===== src/rtl/fsk_tx_sched.sv =====
`default_nettype none
// +----------------------------------------------------------------------------+
// | Module      : fsk_tx_sched                                                 |
// | Description : Transmit scheduler for the CRC-over-4FSK link. Round-robin   |
// |               arbitration between two requesters, capture of the granted  |
// |               16-bit codeword, LSB-first serialisation at one bit per      |
// |               2^PHASE_BITS clocks, and an idle guard gap between frames.  |
// | Ports       : clk_sys, reset (sync, active-high)                           |
// |               req0/code0/gnt0, req1/code1/gnt1 : requester handshake       |
// |               tx_bit, tx_valid, phase, sign_cnt, sign_clk : symbol timing  |
// |               busy, frame_done : frame status                              |
// | Revision    : 1.0 - initial release                                        |
// +----------------------------------------------------------------------------+
module fsk_tx_sched #(
    parameter int PHASE_BITS = 8,
    parameter int GAP_SYMS   = 1
) (
    input  logic                  clk_sys,
    input  logic                  reset,
    input  logic                  req0,
    input  logic [15:0]           code0,
    output logic                  gnt0,
    input  logic                  req1,
    input  logic [15:0]           code1,
    output logic                  gnt1,
    output logic                  tx_bit,
    output logic                  tx_valid,
    output logic [PHASE_BITS-1:0] phase,
    output logic [3:0]            sign_cnt,
    output logic                  sign_clk,
    output logic                  busy,
    output logic                  frame_done
);

    localparam logic [1:0] S_IDLE = 2'd0;
    localparam logic [1:0] S_SEND = 2'd1;
    localparam logic [1:0] S_GAP  = 2'd2;

    // Guard gap length in clocks; the counter only has to reach length-1.
    localparam int c_GAP_CYCLES = GAP_SYMS * (2 ** PHASE_BITS);
    localparam int c_GAP_W      = (c_GAP_CYCLES > 1) ? $clog2(c_GAP_CYCLES) : 1;
    localparam logic [c_GAP_W-1:0] c_GAP_LAST =
        c_GAP_W'((c_GAP_CYCLES > 0) ? (c_GAP_CYCLES - 1) : 0);
    localparam logic [PHASE_BITS-1:0] c_PHASE_MAX = '1;
    localparam logic [3:0]            c_SIGN_LAST = 4'd15;

    logic [1:0]            r_state;
    logic [1:0]            w_state_nxt;
    logic [PHASE_BITS-1:0] r_phase;
    logic [3:0]            r_sign_cnt;
    logic [15:0]           r_shadow;
    logic                  r_last_grant;
    logic [c_GAP_W-1:0]    r_gap_cnt;
    logic                  r_gnt0;
    logic                  r_gnt1;
    logic                  r_frame_done;

    logic w_pick0;
    logic w_pick1;
    logic w_grant;
    logic w_frame_end;
    logic w_gap_end;

    // Round robin: on contention the requester that did not win last time
    // is chosen. last_grant resets to 1 so requester 0 wins the first tie.
    assign w_pick0     = req0 & (~req1 | r_last_grant);
    assign w_pick1     = req1 & (~req0 | ~r_last_grant);
    assign w_grant     = (r_state == S_IDLE) & (w_pick0 | w_pick1);
    assign w_frame_end = (r_state == S_SEND) & (r_phase == c_PHASE_MAX) &
                         (r_sign_cnt == c_SIGN_LAST);
    assign w_gap_end   = (r_state == S_GAP) & (r_gap_cnt == c_GAP_LAST);

    always_comb begin
        w_state_nxt = r_state;
        case (r_state)
            S_IDLE: begin
                if (w_pick0 | w_pick1) begin
                    w_state_nxt = S_SEND;
                end
            end
            S_SEND: begin
                // With no guard gap the frame_done cycle is already IDLE and
                // may arbitrate, giving a one-cycle inter-frame spacing.
                if (w_frame_end) begin
                    w_state_nxt = (GAP_SYMS > 0) ? S_GAP : S_IDLE;
                end
            end
            S_GAP: begin
                if (w_gap_end) begin
                    w_state_nxt = S_IDLE;
                end
            end
            default: w_state_nxt = S_IDLE;
        endcase
    end

    always_ff @(posedge clk_sys) begin
        if (reset) begin
            r_state      <= S_IDLE;
            r_phase      <= '0;
            r_sign_cnt   <= '0;
            r_shadow     <= '0;
            r_last_grant <= 1'b1;
            r_gap_cnt    <= '0;
            r_gnt0       <= 1'b0;
            r_gnt1       <= 1'b0;
            r_frame_done <= 1'b0;
        end else begin
            r_state      <= w_state_nxt;
            r_gnt0       <= w_grant & w_pick0;
            r_gnt1       <= w_grant & w_pick1;
            r_frame_done <= w_frame_end;

            if (w_grant) begin
                r_shadow     <= w_pick0 ? code0 : code1;
                r_last_grant <= w_pick1;
            end

            // Phase and symbol index wrap naturally at their maxima, so the
            // frame_done cycle sees both back at zero.
            if (r_state == S_SEND) begin
                r_phase <= r_phase + 1'b1;
                if (r_phase == c_PHASE_MAX) begin
                    r_sign_cnt <= r_sign_cnt + 1'b1;
                end
            end else begin
                r_phase    <= '0;
                r_sign_cnt <= '0;
            end

            // The frame_done cycle is the first gap cycle (count 0).
            if (r_state == S_GAP) begin
                r_gap_cnt <= r_gap_cnt + 1'b1;
            end else begin
                r_gap_cnt <= '0;
            end
        end
    end

    assign gnt0       = r_gnt0;
    assign gnt1       = r_gnt1;
    assign tx_valid   = (r_state == S_SEND);
    assign tx_bit     = (r_state == S_SEND) ? r_shadow[r_sign_cnt] : 1'b0;
    assign phase      = r_phase;
    assign sign_cnt   = r_sign_cnt;
    assign sign_clk   = tx_valid & (r_phase == '0);
    assign busy       = (r_state != S_IDLE);
    assign frame_done = r_frame_done;

endmodule
`default_nettype wire


===== config.mk =====
export PLATFORM = sky130hd
export DESIGN_NAME = fsk_tx_sched
export DESIGN_NICKNAME = d
export VERILOG_FILES = /design/src/rtl/fsk_tx_sched.sv
export SDC_FILE = /design/constraint.sdc
export NUM_CORES = 1
export LEC_CHECK = 0
export BUFFER_PORTS_ARGS = -buffer_cell sky130_fd_sc_hd__buf_4
export CAP_MARGIN = 20
export CORE_MARGIN = 5
export CORE_UTILIZATION = 55
export CTS_BUF_LIST = sky130_fd_sc_hd__clkbuf_16
export CTS_CLUSTER_DIAMETER = 80
export DETAILED_ROUTE_END_ITERATION = 16
export MAX_ROUTING_LAYER = met4
export PLACE_DENSITY = 0.84
export SYNTH_ARGS = -nofsm -noshare
export SYNTH_HDL_FRONTEND = slang
export SYNTH_SLANG_ARGS = --single-unit

===== constraint.sdc =====
create_clock -name clk_sys -period 4.05 [get_ports clk_sys]
set_input_delay 0.81 -clock clk_sys [delete_from_list [all_inputs] [get_ports clk_sys]]
set_output_delay 0.81 -clock clk_sys [all_outputs]
set_load 0.05 [all_outputs]

; Yosys cells after proc, flatten, opt, wreduce, memory -nomap -nowiden
; Cells that the tools add are included.
[op_classes]
muxes = 8
eq_ne = 8
n_addsub = 3
magnitude_cmp = 1
n_reduce_logical = 6
bitwise_logic = 17
[op_table]
columns = operator, count
row1 = 8-bit by 1-bit adder with 8-bit output (second input constant), 2
row2 = 8-bit equality test (second input constant), 2
row3 = 16-bit two-way mux, 1
row4 = 1-bit bitwise AND, 9
row5 = 8-bit logical NOT, 1
row6 = 2-bit two-way mux, 3
row7 = 2-bit one-hot mux with 3 select lines, 1
row8 = 4-bit by 5-bit less-than comparator with 1-bit output (second input constant), 1
row9 = 1-bit inverter, 5
row10 = 4-bit by 1-bit adder with 4-bit output (second input constant), 1
row11 = 1-bit binary-select mux with 4-bit select, 1
row12 = 4-bit equality test (second input constant), 1
row13 = 2-bit by 1-bit inequality test with 1-bit output (second input constant), 2
row14 = 2-bit OR reduction, 2
row15 = 1-bit bitwise OR, 3
row16 = 3-bit AND reduction, 1
row17 = 2-bit by 1-bit equality test with 1-bit output (second input constant), 1
row18 = 2-bit equality test (second input constant), 1
row19 = 2-bit logical NOT, 1
row20 = 1-bit two-way mux, 2
row21 = 2-bit inequality test (second input constant), 1
row22 = 2-bit nonzero test, 1
[word_totals]
elab_cells = 52
out_inout_bits = 19
inputBits = 36
regBits = 42

; Longest topological paths before layout
; Gate-level depths: netlist of run 1.
[depth]
depth_word = 6
mapped_depth = 6
depth_no_buf = 5

; Worst setup path after synthesis of run 1
; Ideal clock, no wire load.
[synth_timing]
kind = register to output
from = register r_state[0]
to = output port sign_clk
path_slack_ns = 0.463
t_arrival_ns = 2.777
t_required_ns = 3.240
path_buffers = 0
stages_incl_launch_ff = 4
path_cell_list = dfxtp_1 > nor2b_1 > nand2_1 > nor4_1
[synth_between]
elab_chain_len = 2
[synth_rtl]
columns = element, line_no
row1 = from (decl), 47  ; logic [1:0] r_state;
row2 = from (signal assigned), 109  ; r_state <= w_state_nxt;
row3 = 2-bit by 1-bit equality test with 1-bit output, 142  ; assign tx_valid = (r_state == S_SEND);
row4 = named net tx_valid, 27  ; output logic tx_valid,
row5 = 1-bit bitwise AND, 146  ; assign sign_clk = tx_valid & (r_phase == '0);
row6 = to (decl), 30  ; output logic sign_clk,
; The timed path passes the listed nets, and every way through them passes these cells.

; Final worst setup path of run 1
[layout_timing]
from = register r_sign_cnt[2] (netlist: sign_cnt[2])
to = output port tx_bit
[layout_between]
elab_chain_len = 3
[layout_rtl]
columns = element, line_no
row1 = from (decl), 50  ; logic [3:0] r_sign_cnt;
row2 = from (signal assigned), 124  ; r_sign_cnt <= r_sign_cnt + 1'b1;
row3 = 1-bit binary-select mux with 4-bit select, 143  ; assign tx_bit = (r_state == S_SEND) ? r_shadow[r_sign_cnt] : 1'b0;
row4 = 1-bit two-way mux (not written as such), 143
row5 = 1-bit two-way mux, 143
row6 = to (decl), 26  ; output logic tx_bit,
; No other way between the ends. The select of a mux whose other input is x is not followed.

==> run metrics, run 1 <==
number of detailed-routing iterations run before antenna repair 4; cell chosen for the clock root clkbuf_16; cell taking the most area after synthesis dfxtp_1; layout cells sized above 1 24.4%; x dimension of the die 69.3 µm; antenna violations before repair 0; height of the chip 69.3 µm; most frequent cell after synthesis dfxtp_1; GRT overflow 0; result of the run finished clean; crit path time final 2.78 ns; Final Hold Violating Endpoints 0; maximum clock frequency 0.360 GHz; CTS buffer count 5; post-cts hold buffer count 0; final weighted congestion in routability-driven placement 0.870; Max FO, Critical Path 10; commonest cells in the netlist 42 x dfxtp_1, 36 x nor2_1, 18 x mux2i_1, 17 x a211oi_1, 10 x inv_1; DRC 0; slew at the pin closest to its max-slew limit 1.02 ns; Post-CTS Setup Inserts 0; share of the clock period used by the worst path 68.5%; Avg Synthesized Cell Area 9.29 µm²; Max stage delay cell, worst path dfxtp_1; hold crit path type flop to flop; via count of the first global-routing pass 1559; area growth from synthesis to layout 27.2%; clock-pin slew reported for the worst setup and hold paths after clock tree synthesis 0.06 ns; DRC marker count from the first detailed-route iteration 106; clk_lat worst skew 0.28 ns; routed via count divided by cell count 5.28; Worst Hold Slack 0.463 ns; count of input and output buffers 54; DRT Wirelength 3900 µm; CTS H-Tree Depth 2; Worst Setup Start Kind flop; sequential element share of the synthesized area 43.5%; area share of the leading cell type in the synthesized netlist 43.5%; worst setup path category flop to output port; IR Drop Worst-Case VDD 0.191 mV; count of maximum capacitance violations 0; #FFs+latches synth 42; drt wl/cell 12.8 µm; floorplan core area 0.00336 mm²; All-Layer GR Usage 17.8%; final total negative setup slack 0 ns; Worst EP arrival 1.97 ns; CP endpoint kind output port; clk buf depth 2; relative slew slack 31.8%; number of flops mapped to enable cells by yosys 0; Leak Pwr 1.05 nW; ranking of synthesized cells by area dfxtp_1 43%, mux2i_1 9.3%, nor2_1 7.0%; maximum number of pins on one net before global-route repair 34; number of distinct library cell variants in the gate-level netlist after synthesis 37; worst-path cell chain mux2_1 -> nor3b_1 -> or4_1 -> a21boi_1 -> buf_4; Synth async-reset ratio 0%; power density over cell area 402 mW/mm²; final slew viol count 0; RSZ-0062 raised after global routing false; clock sink count 42; num ports 55; CP max stage delay 0.54 ns; main flop type after synthesis dfxtp_1; total half-perimeter wirelength after legalization and detailed placement 2820 µm; Starting Density 57.5%; Post-Syn Area 0.00193 mm²; CTS tree yes; wire length of the first global-routing pass 6880 µm; number of instances resized during post-cts repair 0; # nets final 297; Clock Skew 0.00386 ns; post-synthesis net count 248; Mapped Cells 208; endpoints failing setup 0; synth warn 0; cell family with the largest share of critical-path delay simple AND/OR/NAND/NOR gates; count of nets left with antenna violations after detail routing 0; die area 0.00480 mm²; number of antenna cells inserted 0; total via count after detailed routing 1605; Buf+Inv Stages, Crit Path 1; number of cell rows 21; WP data required 3.24 ns
[stage by stage]
step | instance area (µm²) | worst slack [ns] | utilization, % | total power (W) | cells
CTS | 2460 | 1.26 | 73.1 | 0.00100 | 304
detailed placement | 2320 | 1.58 | 69.0 | 0.000626 | 296
global placement | 2320 | 1.60 | 69.0 | 0.000623 | 296
floorplan | 1930 | 0.463 | - | 0.000571 | 208
finish | 2460 | 1.27 | 73.1 | 0.000989 | 304
global route | 2460 | 1.20 | 73.1 | 0.00104 | 304
[worst register-to-register path, stage by stage (launching register included)]
cell and delay [ns]:
dfxtp_1 0.33, nor2_1 0.19, o21a_1 0.83, nor2_1 0.12
a211oi_1 0.23
[power by group]
group / internal [W] / switching (W) / total, W / leakage (nW)
Clock: 0.000222 / 0.000151 / 0.000374 / 0.0724
Sequential: 0.000440 / 0.0000153 / 0.000455 / 0.343
Combinational: 0.0000708 / 0.0000903 / 0.000161 / 0.639
[cells by family after synthesis]
logic type	share of synthesized area, %
adders and majority gates	2.59
DFF	43.5
muxes	12.4
buffers and inverters	5.95
xor gates and xnor gates	5.44
AOI/OAI and AO/OA	12.3
and+or+nand+nor	17.8
[registers in the layout (all words and copies together) (netlist names)]
| signal | cells |
|---|---|
| gnt1 | 1 |
| frame_done | 1 |
| r_shadow | 16 |
| phase | 8 |
| r_last_grant | 1 |
| gnt0 | 1 |
| sign_cnt | 4 |
| r_state | 2 |
| r_gap_cnt | 8 |
[worst paths after layout]
check               startpoint           end  slack [ns]  cells past startpoint
setup / recovery   sign_cnt[2]        tx_bit        1.27                      5
hold / removal    r_gap_cnt[0]  r_gap_cnt[0]        0.46                      1
setup reg to reg    r_state[0]   r_shadow[9]        2.27                      4
hold reg to reg   r_gap_cnt[0]  r_gap_cnt[0]        0.46                      1
[routing by layer]
metal	share of wire (%)	up-vias	global-route usage, %
met2	48	44	28.7
met1	43	722	20.9
met4	1.6	0	5.86
met3	7.0	8	5.80
met5	0	-	-
li1	-	831	-
[cell type report]
class                      instances  area (µm²)
clock inverter                     3        12.5
timing repair buffer              54         405
sequential                        42         841
inverter                          10        37.5
multi-input combinational        144         981
fill                             291         903
tap                               46        57.6
clock buffer                       5         125
[cell usage in the layout (no fill, tap or decap), types with 2 or more instances in the layout]
cell type,instances
nand3_1,6
or3_1,3
xor2_1,4
a211oi_1,17
xnor2_1,8
and3_1,5
o21ai_0,4
nor2b_1,3
dfxtp_1,42
nor2_1,36
ha_1,4
nand4_1,3
a21oi_1,5
mux2i_1,18
nor4_1,2
a2111oi_0,2
clkbuf_16,5
nand2_1,7
inv_1,11
nor3_1,3
buf_4,54
Note: power is estimated with default switching activity, not from simulation.
==> run 2: changes to the inputs <==
--- a/config.mk
+++ b/config.mk
@@ -8,12 +8,12 @@
 export BUFFER_PORTS_ARGS = -buffer_cell sky130_fd_sc_hd__buf_4
 export CAP_MARGIN = 20
 export CORE_MARGIN = 5
-export CORE_UTILIZATION = 55
+export CORE_UTILIZATION = 51
 export CTS_BUF_LIST = sky130_fd_sc_hd__clkbuf_16
 export CTS_CLUSTER_DIAMETER = 80
 export DETAILED_ROUTE_END_ITERATION = 16
 export MAX_ROUTING_LAYER = met4
-export PLACE_DENSITY = 0.84
+export PLACE_DENSITY = 0.78
 export SYNTH_ARGS = -nofsm -noshare
 export SYNTH_HDL_FRONTEND = slang
 export SYNTH_SLANG_ARGS = --single-unit
==> constraint.sdc (replaced) <==
create_clock -name clk_sys -period 2.9 [get_ports clk_sys]
set_input_delay 0.58 -clock clk_sys [delete_from_list [all_inputs] [get_ports clk_sys]]
set_output_delay 0.58 -clock clk_sys [all_outputs]
set_load 0.05 [all_outputs]
==> run 2 against run 1 <==
Hold slack lost 0.019 ns; core utilization down 5.5 points; routed wire length increased by 2.2%; clock power up 34%; power rose by 38%; largest power group unchanged; register-to-register slack got worse by 1.1 ns; via count is 0.31% lower; die area is 6.7% higher; flip-flop and latch count unchanged; global-route usage decreased by 0.71 points.
==> run metrics, run 2 (same netlist as run 1, synthesis figures left out) <==
Leak Pwr 1.06 nW (was 1.05 nW); height of the chip 71.6 µm (was 69.3 µm); worst hold stages 1 (unchanged); maximum number of pins on one net before global-route repair 34 (unchanged); result of the run finished clean (unchanged); Worst EP arrival 2.05 ns (was 1.97 ns); GRT overflow 0 (unchanged); DRC 0 (unchanged); hold crit path type flop to flop (unchanged); DRT Wirelength 3980 µm (was 3900 µm); R2R depth 4 (unchanged); Post-CTS Setup Inserts 0 (unchanged); end point of the most critical hold path r_gap_cnt[0] (unchanged); number of detailed-routing iterations run before antenna repair 4 (unchanged); num ports 55 (unchanged); min-delay src r_gap_cnt[0] (unchanged); top register by number of flip-flops r_shadow (unchanged); clock-pin slew reported for the worst setup and hold paths after clock tree synthesis 0.05 ns (was 0.06 ns); Clock Skew 0.00230 ns (was 0.00386 ns); crit path time final 2.63 ns; total half-perimeter wirelength after legalization and detailed placement 2930 µm (was 2820 µm); number of antenna cells inserted 0 (unchanged); capturing point of the worst reg2reg path sign_cnt[2] (was r_shadow[9]); Design Area, Final 0.00247 mm² (was 0.00246 mm²); maximum clock frequency 0.380 GHz; CP endpoint kind output port (unchanged); Final Hold Violating Endpoints 0 (unchanged); count of input and output buffers 54 (unchanged); Max FO, Critical Path 10 (unchanged); CP max stage delay 0.53 ns (was 0.54 ns); All-Layer GR Usage 17.1% (was 17.8%); clk buf depth 2 (unchanged); clk_lat worst skew 0.28 ns (about the same); endpoints failing setup 0 (unchanged); antenna violations before repair 0 (unchanged); slew at the pin closest to its max-slew limit 0.476 ns (was 1.02 ns); relative slew slack 68.2% (was 31.8%); DRC marker count from the first detailed-route iteration 45 (was 106); most used cells in the layout excluding fill and tap cells 56 x buf_4, 42 x dfxtp_1, 36 x nor2_1, 18 x mux2i_1, 17 x a211oi_1 (was 54 x buf_4, 42 x dfxtp_1, 36 x nor2_1, 18 x mux2i_1, 17 x a211oi_1); Design Power 0.00137 W (was 0.000989 W); FF-to-FF Start r_state[0] (unchanged); post-cts hold buffer count 0 (unchanged); worst setup path category flop to output port (unchanged); Worst Setup Start Kind flop (unchanged); count of nets left with antenna violations after detail routing 0 (unchanged); CTS H-Tree Depth 2 (unchanged); power density over cell area 553 mW/mm² (was 402 mW/mm²); cell chosen for the clock root clkbuf_16 (unchanged); share of the clock period used by the worst path 90.8%; via count of the first global-routing pass 1523 (was 1559); max FFs per register 16 (unchanged); number of instances resized during post-cts repair 0 (unchanged); Starting Density 52.8% (was 57.5%); IR Drop Worst-Case VDD 0.275 mV (was 0.191 mV); die area 0.00512 mm² (was 0.00480 mm²); total via count after detailed routing 1600 (was 1605); CTS buffer count 5 (unchanged); worst-path cell chain mux2_1 -> nor3b_1 -> or4_1 -> a21boi_1 -> buf_4 (unchanged); x dimension of the die 71.6 µm (was 69.3 µm); WP data required 2.32 ns (was 3.24 ns); CTS tree yes (unchanged); final total negative setup slack 0 ns (unchanged); wire length of the first global-routing pass 6680 µm (was 6880 µm); drt wl/cell 13.0 µm (was 12.8 µm); count of maximum capacitance violations 0 (unchanged); Max stage delay cell, worst path dfxtp_1 (unchanged); placement-stage cell area 0.00235 mm² (was 0.00232 mm²); number of cell rows 22 (was 21); area growth from synthesis to layout 28.0% (was 27.2%); final slew viol count 0 (unchanged); worst-case setup margin in the final layout 0.267 ns (was 1.27 ns); RSZ-0062 raised after global routing false (unchanged); layout cells sized above 1 25.2% (was 24.4%); clock sink count 42 (unchanged); routed via count divided by cell count 5.23 (was 5.28); floorplan core area 0.00366 mm² (was 0.00336 mm²); internal reg-to-reg setup slack 1.19 ns (was 2.27 ns); final weighted congestion in routability-driven placement 0.776 (was 0.870); worst setup timing slack at the placement stage 0.627 ns (was 1.58 ns); most common cell after layout, fill and taps aside buf_4 (unchanged); # nets final 299 (was 297)
==> run 2: changes by cell type in the layout (fill, tap and decap cells not counted), sizes merged <==
cell and change:
buf +2, clkinv -1, inv -1
==> run 2: worst max-delay path by stage <==
stage                   to  slack (ns)         from  cells past startpoint
floorplan           tx_bit        0.02  sign_cnt[2]                      5
global placement    tx_bit        0.63  sign_cnt[2]                      5
detailed placement  tx_bit        0.63  sign_cnt[2]                      5
CTS                 tx_bit        0.24  sign_cnt[2]                      5
global route        tx_bit        0.14  sign_cnt[2]                      5
finish              tx_bit        0.27  sign_cnt[2]                      5
==> run 2: critical path, delay by kind of cell (launching register included) <==
| family | cells | cell delay, ns |
|---|---|---|
| compound gates | 1 | 0.24 |
| buf+inv | 1 | 0.24 |
| flops | 1 | 0.53 |
| mux | 1 | 0.20 |
| simple gates | 2 | 0.56 |
==> run 2: layer usage <==
layer / share of wire (%) / track usage (%) / up-vias
met2: 47 / 27.2 / 47
met3: 7.3 / 5.75 / 6
met1: 44 / 19.7 / 713
li1: - / - / 834
met5: 0 / - / -
met4: 1.6 / 6.89 / 0
==> run 2: through the flow <==
stage	util, %	instances	hold WS (ns)
after detailed placement	64.1	300	0.437
after floorplan	-	208	0.418
after global routing	67.6	306	0.467
final	67.6	306	0.444
after CTS	67.6	306	0.450
after global placement	64.1	300	0.431
==> run 2: report_power, final <==
group	switching [W]	internal (W)	total, W
Sequential	0.0000204	0.000614	0.000634
Clock	0.000198	0.000305	0.000503
Combinational	0.000129	0.000102	0.000231
Total	0.000347	0.00102	0.00137
==> run 2: cell type report <==
type | count | area, µm²
Tap cell | 48 | 60.1
Inverter | 10 | 37.5
Fill cell | 328 | 1190
Sequential cell | 42 | 841
Clock inverter | 1 | 3.75
Timing Repair Buffer | 56 | 420
Clock buffer | 5 | 125
Multi-Input combinational cell | 144 | 987
